$ cat config.mk
export PLATFORM = sky130hd
export DESIGN_NAME = hps_link_initiator
export DESIGN_NICKNAME = d
export VERILOG_FILES = /design/src/rtl/hps_link_initiator_pkg.sv /design/src/rtl/hps_link_initiator_link_sync.sv /design/src/rtl/hps_link_initiator.sv
export SDC_FILE = /design/constraint.sdc
export NUM_CORES = 1
export LEC_CHECK = 0
export CORE_MARGIN = 2
export CORE_UTILIZATION = 40
export DETAILED_ROUTE_END_ITERATION = 12
export PLACE_DENSITY = 0.74
export SYNTH_ARGS = -nofsm -noshare
export SYNTH_HDL_FRONTEND = slang
export SYNTH_SLANG_ARGS = --single-unit
$ cat constraint.sdc
create_clock -name clk -period 2.1 [get_ports clk]
set_clock_uncertainty 0.2 [all_clocks]
set_input_delay 0.63 -clock clk [delete_from_list [all_inputs] [get_ports clk]]
set_output_delay 0.63 -clock clk [all_outputs]
set_load 0.005 [all_outputs]
$ cat src/rtl/hps_link_initiator_pkg.sv
// -----------------------------------------------------------------------------
// hps_link_initiator_pkg
//   Shared definitions for the initiator end of the 32-bit PIO byte-handshake
//   link: link word bit positions, FSM state encoding and the one-hot codes
//   reported on debug_state.
// -----------------------------------------------------------------------------
package hps_link_initiator_pkg;

   // Link word layout (link_out driven by the initiator, link_in by the partner)
   localparam int unsigned LINK_READY_BIT = 31;
   localparam int unsigned LINK_START_BIT = 30;
   localparam int unsigned LINK_ACK_BIT   = 31;
   localparam int unsigned LINK_DATA_MSB  = 7;
   localparam int unsigned LINK_DATA_LSB  = 0;

   typedef enum logic [3:0] {
      ST_IDLE,
      ST_START,
      ST_TX_SETUP,
      ST_TX_REQ,
      ST_TX_REL,
      ST_SETTLE,
      ST_RX_SAMPLE,
      ST_RX_REQ,
      ST_RX_REL,
      ST_DONE,
      ST_ERROR
   } state_e;

   // One-hot phase codes for debug_state
   localparam logic [3:0] DBG_IDLE = 4'b0001;
   localparam logic [3:0] DBG_TX   = 4'b0010;
   localparam logic [3:0] DBG_RX   = 4'b0100;
   localparam logic [3:0] DBG_END  = 4'b1000;

   // SETTLE belongs to the result phase: it always precedes an RX sample.
   function automatic logic [3:0] debug_code(input state_e s);
      case (s)
         ST_IDLE:                                     return DBG_IDLE;
         ST_START, ST_TX_SETUP, ST_TX_REQ, ST_TX_REL: return DBG_TX;
         ST_SETTLE, ST_RX_SAMPLE, ST_RX_REQ,
         ST_RX_REL:                                   return DBG_RX;
         default:                                     return DBG_END;
      endcase
   endfunction

endpackage

$ cat src/rtl/hps_link_initiator_link_sync.sv
// -----------------------------------------------------------------------------
// link_sync
//   Two-flop level synchronizer for one asynchronous control bit.
//   Ports:
//     clk_i    : destination clock
//     reset_ni : synchronous active-low reset (clears both stages)
//     d_i      : asynchronous level input
//     q_o      : synchronized level output (2 cycles latency)
// -----------------------------------------------------------------------------
module link_sync (
   input  logic clk_i,
   input  logic reset_ni,
   input  logic d_i,
   output logic q_o
);

   logic meta_q;
   logic sync_q;

   always_ff @(posedge clk_i) begin
      if (!reset_ni) begin
         meta_q <= 1'b0;
         sync_q <= 1'b0;
      end else begin
         meta_q <= d_i;
         sync_q <= meta_q;
      end
   end

   assign q_o = sync_q;

endmodule

$ cat src/rtl/hps_link_initiator.sv
// -----------------------------------------------------------------------------
// hps_link_initiator
//   Initiator end of the 32-bit PIO byte-handshake link. A transaction sends
//   N_TX operand bytes (after a start pulse), one ready/ack handshake per byte,
//   then reads back N_RX result bytes, one handshake per byte.
//   Ports:
//     clk, reset        : clock, synchronous active-low reset
//     cmd_start         : 1-cycle pulse starting a transaction (ignored while busy)
//     tx_data/valid/ready : operand byte stream in (accepted on valid && ready)
//     rx_data/rx_valid  : result byte out, rx_valid pulses once per byte
//     busy, done, error : status; done pulses at the end, error is a sticky
//                         ack timeout cleared by reset or cmd_start
//     link_out          : [31]=ready, [30]=start, [7:0]=data, other bits 0
//     link_in           : [31]=ack (asynchronous), [7:0]=result
//     debug_state       : one-hot phase IDLE/TX/RX/END
// -----------------------------------------------------------------------------
module hps_link_initiator
   import hps_link_initiator_pkg::*;
#(
   parameter int unsigned N_TX           = 16,
   parameter int unsigned N_RX           = 8,
   parameter int unsigned START_HOLD     = 4,
   parameter int unsigned SETUP_CYCLES   = 2,
   parameter int unsigned SETTLE_CYCLES  = 8,
   parameter int unsigned TIMEOUT_CYCLES = 1024
) (
   input  logic        clk,
   input  logic        reset,
   input  logic        cmd_start,
   input  logic [7:0]  tx_data,
   input  logic        tx_valid,
   output logic        tx_ready,
   output logic [7:0]  rx_data,
   output logic        rx_valid,
   output logic        busy,
   output logic        done,
   output logic        error,
   output logic [31:0] link_out,
   input  logic [31:0] link_in,
   output logic [3:0]  debug_state
);

   localparam int unsigned TXW = $clog2(N_TX + 1);
   localparam int unsigned RXW = $clog2(N_RX + 1);
   localparam int unsigned WW  = $clog2(TIMEOUT_CYCLES + 1);

   localparam logic [TXW-1:0] TX_LAST     = TXW'(N_TX - 1);
   localparam logic [RXW-1:0] RX_LAST     = RXW'(N_RX - 1);
   localparam logic [WW-1:0]  START_END   = WW'(START_HOLD - 1);
   localparam logic [WW-1:0]  SETUP_END   = WW'(SETUP_CYCLES - 1);
   localparam logic [WW-1:0]  SETTLE_END  = WW'(SETTLE_CYCLES - 1);
   localparam logic [WW-1:0]  TIMEOUT_END = WW'(TIMEOUT_CYCLES - 1);

   state_e         state_q, state_d;
   logic [WW-1:0]  wait_q, wait_d;
   logic [TXW-1:0] tx_cnt_q, tx_cnt_d;
   logic [RXW-1:0] rx_cnt_q, rx_cnt_d;
   logic           latched_q, latched_d;
   logic [7:0]     data_q, data_d;
   logic [7:0]     rx_data_q, rx_data_d;
   logic           rx_valid_q, rx_valid_d;
   logic           error_q, error_d;

   logic ack_s;
   logic wait_expired;
   logic unused_link_in;

   // Only ack is asynchronous; result bits are read after the settle window.
   link_sync u_ack_sync (
      .clk_i    (clk),
      .reset_ni (reset),
      .d_i      (link_in[LINK_ACK_BIT]),
      .q_o      (ack_s)
   );

   assign unused_link_in = ^link_in[LINK_ACK_BIT-1:LINK_DATA_MSB+1];
   assign wait_expired   = (wait_q == TIMEOUT_END);

   // ---------------------------------------------------------------- state reg
   always_ff @(posedge clk) begin
      if (!reset) begin
         state_q    <= ST_IDLE;
         wait_q     <= '0;
         tx_cnt_q   <= '0;
         rx_cnt_q   <= '0;
         latched_q  <= 1'b0;
         data_q     <= '0;
         rx_data_q  <= '0;
         rx_valid_q <= 1'b0;
         error_q    <= 1'b0;
      end else begin
         state_q    <= state_d;
         wait_q     <= wait_d;
         tx_cnt_q   <= tx_cnt_d;
         rx_cnt_q   <= rx_cnt_d;
         latched_q  <= latched_d;
         data_q     <= data_d;
         rx_data_q  <= rx_data_d;
         rx_valid_q <= rx_valid_d;
         error_q    <= error_d;
      end
   end

   // --------------------------------------------------------------- next state
   // wait_q is a shared cycle counter: it restarts at every state change, so it
   // times START hold, data setup, settle and each ack-wait independently.
   always_comb begin
      state_d    = state_q;
      wait_d     = wait_q + 1'b1;
      tx_cnt_d   = tx_cnt_q;
      rx_cnt_d   = rx_cnt_q;
      latched_d  = latched_q;
      data_d     = data_q;
      error_d    = error_q;
      rx_valid_d = (state_q == ST_RX_SAMPLE);
      rx_data_d  = (state_q == ST_RX_SAMPLE) ? link_in[LINK_DATA_MSB:LINK_DATA_LSB]
                                             : rx_data_q;

      unique case (state_q)
         ST_IDLE, ST_ERROR: begin
            wait_d = '0;
            if (cmd_start) begin
               error_d  = 1'b0;
               tx_cnt_d = '0;
               rx_cnt_d = '0;
               state_d  = ST_START;
            end
         end

         ST_START: begin
            if (wait_q == START_END) begin
               state_d   = ST_TX_SETUP;
               wait_d    = '0;
               latched_d = 1'b0;
            end
         end

         // Two sub-phases: waiting for a byte (no timeout), then holding it
         // stable on the link before ready is raised.
         ST_TX_SETUP: begin
            if (!latched_q) begin
               wait_d = '0;
               if (tx_valid) begin
                  data_d    = tx_data;
                  latched_d = 1'b1;
               end
            end else if (wait_q >= SETUP_END && !ack_s) begin
               state_d = ST_TX_REQ;
               wait_d  = '0;
            end
         end

         ST_TX_REQ: begin
            if (ack_s) begin
               state_d = ST_TX_REL;
               wait_d  = '0;
            end else if (wait_expired) begin
               state_d = ST_ERROR;
               error_d = 1'b1;
               wait_d  = '0;
            end
         end

         ST_TX_REL: begin
            if (!ack_s) begin
               tx_cnt_d = tx_cnt_q + 1'b1;
               wait_d   = '0;
               if (tx_cnt_q == TX_LAST) begin
                  state_d = ST_SETTLE;
               end else begin
                  state_d   = ST_TX_SETUP;
                  latched_d = 1'b0;
               end
            end else if (wait_expired) begin
               state_d = ST_ERROR;
               error_d = 1'b1;
               wait_d  = '0;
            end
         end

         ST_SETTLE: begin
            if (wait_q == SETTLE_END) begin
               state_d = ST_RX_SAMPLE;
               wait_d  = '0;
            end
         end

         ST_RX_SAMPLE: begin
            state_d = ST_RX_REQ;
            wait_d  = '0;
         end

         ST_RX_REQ: begin
            if (ack_s) begin
               state_d = ST_RX_REL;
               wait_d  = '0;
            end else if (wait_expired) begin
               state_d = ST_ERROR;
               error_d = 1'b1;
               wait_d  = '0;
            end
         end

         ST_RX_REL: begin
            if (!ack_s) begin
               rx_cnt_d = rx_cnt_q + 1'b1;
               wait_d   = '0;
               state_d  = (rx_cnt_q == RX_LAST) ? ST_DONE : ST_SETTLE;
            end else if (wait_expired) begin
               state_d = ST_ERROR;
               error_d = 1'b1;
               wait_d  = '0;
            end
         end

         ST_DONE: begin
            state_d = ST_IDLE;
            wait_d  = '0;
         end

         default: begin
            state_d = ST_IDLE;
            wait_d  = '0;
         end
      endcase
   end

   // ------------------------------------------------------------------ outputs
   always_comb begin
      link_out = '0;
      tx_ready = 1'b0;
      busy     = 1'b0;
      done     = 1'b0;

      unique case (state_q)
         ST_START: begin
            busy                     = 1'b1;
            link_out[LINK_START_BIT] = 1'b1;
         end
         ST_TX_SETUP: begin
            busy     = 1'b1;
            tx_ready = !latched_q;
            if (latched_q) begin
               link_out[LINK_DATA_MSB:LINK_DATA_LSB] = data_q;
            end
         end
         ST_TX_REQ: begin
            busy                                  = 1'b1;
            link_out[LINK_READY_BIT]              = 1'b1;
            link_out[LINK_DATA_MSB:LINK_DATA_LSB] = data_q;
         end
         ST_TX_REL: begin
            busy                                  = 1'b1;
            link_out[LINK_DATA_MSB:LINK_DATA_LSB] = data_q;
         end
         ST_SETTLE, ST_RX_SAMPLE, ST_RX_REL: begin
            busy = 1'b1;
         end
         ST_RX_REQ: begin
            busy                     = 1'b1;
            link_out[LINK_READY_BIT] = 1'b1;
         end
         ST_DONE: begin
            done = 1'b1;
         end
         default: begin
         end
      endcase
   end

   assign rx_data     = rx_data_q;
   assign rx_valid    = rx_valid_q;
   assign error       = error_q;
   assign debug_state = debug_code(state_q);

endmodule

==> results.toml, run 1 <==
[clock_network]
cts_htree_levels = 2
clk_latency_ns = 0.32
cts_tree = "yes"
clock_tree.buffer_depth = 2
numCtsBuffers = 5
cts_hold_buf = 0
cts.clk_slew.worst_paths_ns = 0.11
root_buffer = "clkbuf_8"
cts.sinks = 49

[worst_setup_path]
cp.arrival_ns = 1.50
cp-start-kind = "flip-flop"
cp_max_fo = 7
endpoint_kind = "primary output"
required_ns = 1.27
path_class = "flip-flop to primary output"

[logic_synthesis]
synth_flop_cell = "dfxtp_1"
netlist_area_sq_um = 2860
syn_inst = 352
yosysWarnings = 0
synth_cell_types = 62
async_flop_share = 0
synth.avg_cell_area_sq_um = 8.14
synth-seq-cells = 49
synth_edf_count = 0
ys_seq_area_frac = 0.343

[global_routing]
grt_max_degree = 22
grt_pass1_wl_mm = 13.4
antenna_found_initial = 0
grt-ovfl-total = 0
grt_pass1_vias = 2952
track_usage = 0.221

[floorplanning]
die_h_um = 88.6
start_util = 0.417
pin_count = 93
die_w_um = 88.6
rows = 30
core_area_sq_um = 6870
die_area_sq_um = 7850

[layout]
n_antenna_cell = 0
post-route-util = 0.674
fin_area_sq_um = 4630
synthToLayoutAreaGrowth_pct = 61.8
layout-drive-gt1-share = 0.419
layout.nets = 535
fill_cells = 496

[outcome]
violations = "negative setup slack"
outcome = "complete, but fails checks"

[power]
p_seq_frac = 0.307
powerDensity_nw_per_um2 = 740
leakagePower_nw = 1.85
clock_power_share = 0.239
power.total_mw = 3.43
combPwrFrac = 0.455
max-vdd-ir-drop_mv = 0.369
intPower_mw = 2.26
sw_frac_of_total = 0.342
power_switching_mw = 1.17

[placement]
portBuffers = 47
dp_slack_ns = -0.541
placed_cell_area_sq_um = 3850
gp_congestion = 0.837
hpwl_mm = 5.34

[detailed_routing]
drc = 0
wl_met3_um = 637
drt_iter0_drc = 280
met2WireLength_mm = 4.79
top_layer_used = "met4"
wirelength_mm = 9.65
met1_length_mm = 3.78
vias_per_cell = 5.34
drt-wirelength-per-cell_um = 16.5
firstDrtPassIters = 5
routed-via-count = 3111
final_antenna_net_count = 0

[sta]
final_hold_viol_count = 0
finalSetupTns_ns = -2.79
finalSetupViolations = 24
fin_crit_sh = 1.11
rsz0062_at_grt = "true"
fmax_ghz = 0.429
final.min_clock_period_ns = 2.33
fin_ws_ns = -0.233
slew_viol_final = 0

[run]
maxCapViolCount = 0

[hold_path]
hp-class = "flip-flop to flip-flop"
kinds of logic after synthesis:
family / share of synthesized area
compound gates: 0.176
fa+ha+maj: 0.0258
xor+xnor: 0.0520
mux: 0.0144
buf+inv: 0.0965
simple gates: 0.291
flops: 0.343
other cells: 0.00131
synth_stat cells (all sizes together), types with 3 or more instances:
library cell | number | share of area
o21ai | 12 | 0.021
o2111ai | 3 | 0.0092
mux2i | 3 | 0.010
nor2 | 38 | 0.052
ha | 5 | 0.022
nor3 | 10 | 0.019
nor4 | 6 | 0.030
a21oi | 31 | 0.054
nand4 | 4 | 0.0087
dfxtp | 49 | 0.34
buf | 32 | 0.077
nand2b | 6 | 0.016
xnor2 | 7 | 0.021
nand2 | 42 | 0.055
nor2b | 9 | 0.021
xor2 | 10 | 0.031
nand3 | 20 | 0.038
inv | 6 | 0.0079
o21bai | 3 | 0.0092
o31ai | 4 | 0.014
and2 | 13 | 0.029
clkbuf | 9 | 0.012
layout make-up:
class	instances	area (sq um)	share of cell area
Multi-Input combinational cell	278	2060	0.445
Timing Repair Buffer	146	1280	0.277
Sequential cell	49	1010	0.217
Tap cell	96	120	0.0259
Clock buffer	5	68.8	0.0149
Clock inverter	3	68.8	0.0149
Inverter	6	22.5	0.00486
routing by layer:
layer | up-vias | global-route usage
met1 | 1448 | 0.259
li1 | 1447 | -
met4 | 0 | 0.0868
met2 | 173 | 0.394
met3 | 43 | 0.0485
met5 | - | 0
worst paths after layout:
kind,from,end,cells after the start,slack (ns)
setup / recovery,state_q[2],link_out[2],6,-0.23
hold / removal,error,error,2,0.26
setup reg to reg,tx_cnt_q[1],debug_state[2],9,-0.20
hold reg to reg,error,error,2,0.26
per-stage QoR:
step | hold WS [ns] | std cells
6_report | 0.257 | 583
5_1_grt | 0.277 | 583
4_1_cts | 0.254 | 577
3_5_place_dp | 0.231 | 546
3_3_place_gp | 0.219 | 546
2_1_floorplan | 0.212 | 373
critical path, stage by stage, from the launching register on:
cell and delay (ns):
dfxtp_4 0.42, nor2b_4 0.17, nand2_2 0.08, a21oi_4 0.17, buf_12 0.13, and2_4 0.13, buf_6 0.08
repair_timing:
item,in CTS,in global routing
cloned,1,1
pin swaps,30,23
setup buffers,22,8
gates resized for setup,120,40
setup endpoints to repair,29,32
hold endpoints to repair,0,0
power by group through the flow:
stage	clock network (mW)	logic, mW	registers, mW
final	0.819	1.56	1.05
after global routing	0.869	1.65	1.06
after CTS	0.825	1.36	1.05
after detailed placement	0	1.06	1.05
after global placement	0	1.03	1.05
after floorplan	0	0.660	1.05
placed cells by master, fill, tap and decap left out, drive strengths merged, types with 6 or more instances in the layout:
| master | synthesis | final |
|---|---|---|
| nand2 | 42 | 42 |
| xnor2 | 7 | 7 |
| a21oi | 31 | 31 |
| nor3 | 10 | 10 |
| clkdlybuf4s50 | 0 | 33 |
| nand3 | 20 | 20 |
| inv | 6 | 7 |
| conb | 1 | 22 |
| xor2 | 10 | 10 |
| clkbuf | 9 | 6 |
| and2 | 13 | 13 |
| nor2 | 38 | 38 |
| dfxtp | 49 | 49 |
| nor4 | 6 | 6 |
| o21ai | 12 | 12 |
| buf | 32 | 110 |
| nor2b | 9 | 9 |
| nand2b | 6 | 6 |
state kept, by name (all words and copies together), names as in the netlist:
name	flops
rx_valid	1
latched_q	1
tx_cnt_q	5
u_ack_sync.q_o	1
wait_q	11
debug_state	4
error	1
u_ack_sync.meta_q	1
state_q	4
rx_cnt_q	4
data_q	8
rx_data	8
No activity file was read; power rests on OpenSTA's default activity.
==> run 2, diff against run 1 <==
--- a/config.mk
+++ b/config.mk
@@ -8,6 +8,7 @@
 export CORE_MARGIN = 2
 export CORE_UTILIZATION = 40
 export DETAILED_ROUTE_END_ITERATION = 12
+export GPL_ROUTABILITY_DRIVEN = 0
 export PLACE_DENSITY = 0.74
 export SYNTH_ARGS = -nofsm -noshare
 export SYNTH_HDL_FRONTEND = slang
==> results of run 2 <==
No change in the layout: final DEF, timing and power equal those of run 1.
==> run 3, diff against run 2 <==
--- a/config.mk
+++ b/config.mk
@@ -5,11 +5,14 @@
 export SDC_FILE = /design/constraint.sdc
 export NUM_CORES = 1
 export LEC_CHECK = 0
+export CELL_PAD_IN_SITES_DETAIL_PLACEMENT = 1
+export CELL_PAD_IN_SITES_GLOBAL_PLACEMENT = 1
 export CORE_MARGIN = 2
 export CORE_UTILIZATION = 40
 export DETAILED_ROUTE_END_ITERATION = 12
+export DONT_BUFFER_PORTS = 1
 export GPL_ROUTABILITY_DRIVEN = 0
-export PLACE_DENSITY = 0.74
+export PLACE_DENSITY_LB_ADDON = 0.1
 export SYNTH_ARGS = -nofsm -noshare
 export SYNTH_HDL_FRONTEND = slang
 export SYNTH_SLANG_ARGS = --single-unit
==> run 3 against run 2 <==
- the run still ends with negative setup slack left
- first-iteration DRC count decreased by 53%
- sequential power about the same
- core utilization decreased by 9.4 points
- register-to-register slack better by 0.08 ns
- setup slack better by 0.061 ns
- hold slack worse by 0.055 ns
- highest routed layer unchanged
==> results.toml, run 3 (synthesis gave the netlist of run 1 again) <==
[global_routing]
grt_pass1_vias = 2642
grt_max_degree = 22
track_usage = 0.215
antenna_found_initial = 0
grt-ovfl-total = 0
grt_pass1_wl_mm = 13.1

[worst_setup_path]
cp.arrival_ns = 1.44
r2r-end = "debug_state[2]"
reg2reg_slack_ns = -0.12
path_class = "flip-flop to primary output"
rr_worst_depth = 8
cp-start-kind = "flip-flop"
regToRegStartpoint = "state_q[1]"
cp_max_fo = 8
endpoint_kind = "primary output"
required_ns = 1.27

[layout]
synthToLayoutAreaGrowth_pct = 39.3
fin_area_sq_um = 3990
final_common_cell = "buf_4"
n_antenna_cell = 0
layout-drive-gt1-share = 0.394
final_cell_mix = "buf_4, nand2_1, dfxtp_1, nor2_1, a21oi_1"
post-route-util = 0.581
layout.nets = 484
largest_reg_flops = 11
largest_register = "wait_q"

[detailed_routing]
drc = 0
wirelength_mm = 9.26
firstDrtPassIters = 4
drt_iter0_drc = 131
vias_per_cell = 5.24
drt-wirelength-per-cell_um = 17.4
final_antenna_net_count = 0
routed-via-count = 2790

[sta]
finalSetupViolations = 20
fmax_ghz = 0.440
fin_ws_ns = -0.173
fin_crit_sh = 1.08
rsz0062_at_grt = "true"
hold_slack_ns = 0.202
final.min_clock_period_ns = 2.27
final_hold_viol_count = 0
slew_viol_final = 0

[clock_network]
clock_tree.buffer_depth = 2
cts_htree_levels = 2
cts.sinks = 49
clk_latency_ns = 0.32
cts.clk_slew.worst_paths_ns = 0.09
numCtsBuffers = 5
root_buffer = "clkbuf_8"
cts_tree = "yes"

[outcome]
violations = "negative setup slack"
outcome = "complete, but fails checks"

[floorplanning]
die_area_sq_um = 7850
core_area_sq_um = 6870
rows = 30
die_w_um = 88.6
die_h_um = 88.6
pin_count = 93
start_util = 0.417

[power]
max-vdd-ir-drop_mv = 0.449
leakagePower_nw = 1.59
powerDensity_nw_per_um2 = 798

[placement]
portBuffers = 0
placed_cell_area_sq_um = 3360
hpwl_mm = 5.70

[hold_path]
hold_depth = 1
hp-class = "input port to flip-flop"
min_to = "debug_state[0]"
worstHoldStart = "reset"

[run]
maxCapViolCount = 0
==> run 3: repair_timing <==
action / in CTS / in global routing
gates cloned: 1 / 0
gates resized for setup: 54 / 25
pin swaps: 21 / 15
setup buffers: 12 / 14
hold buffers: 0 / 0
endpoints found under the setup margin: 34 / 29
==> run 3: worst max-delay path, cell delays in order (launching register included) <==
cell     delay, ns
dfxtp_4       0.39
inv_2         0.08
buf_4         0.14
nand2_2       0.08
a21oi_4       0.24
and2_4        0.18
==> run 3: per-stage QoR <==
| step | worst slack (ns) | power, mW | std cells | TNS, ns |
|---|---|---|---|---|
| global placement | -0.208 | 2.05 | 497 | -2.32 |
| floorplan | -0.111 | 1.71 | 373 | -0.140 |
| global route | -0.266 | 3.35 | 532 | -4.39 |
| CTS | -0.162 | 2.98 | 518 | -1.74 |
| finish | -0.173 | 3.19 | 532 | -2.01 |
| detailed placement | -0.240 | 2.08 | 497 | -2.49 |
==> run 3: per-layer routing <==
layer	part of all wire	global-route usage	wire length (um)	up-vias
li1	-	-	-	1340
met1	0.44	0.282	4110	1360
met2	0.49	0.360	4560	74
met3	0.046	0.0457	426	16
met4	0.017	0.0565	157	0
met5	0	0	0	-
==> run 3: cell type report <==
cell class | instances | area, sq um
clock inverters | 1 | 30.0
fillers | 825 | 2880
repair buffers | 95 | 763
well taps | 96 | 120
clock buffers | 7 | 86.3
multi-input cells | 278 | 1960
inverters | 6 | 22.5
flip-flops and latches | 49 | 1010
==> run 3: where the power goes <==
part	internal (mW)	switching (mW)	total, mW
logic	0.688	0.691	1.38
clock network	0.389	0.340	0.729
registers	0.995	0.0819	1.08
==> run 3: worst max path at each step <==
| stage | from | slack (ns) | to |
|---|---|---|---|
| 2_1_floorplan | cmd_start | -0.11 | debug_state[2] |
| 3_3_place_gp | tx_cnt_q[0] | -0.21 | debug_state[1] |
| 3_5_place_dp | tx_cnt_q[0] | -0.24 | debug_state[1] |
| 4_1_cts | state_q[2] | -0.16 | link_out[5] |
| 5_1_grt | state_q[0] | -0.27 | debug_state[0] |
| 6_report | state_q[1] | -0.17 | link_out[5] |
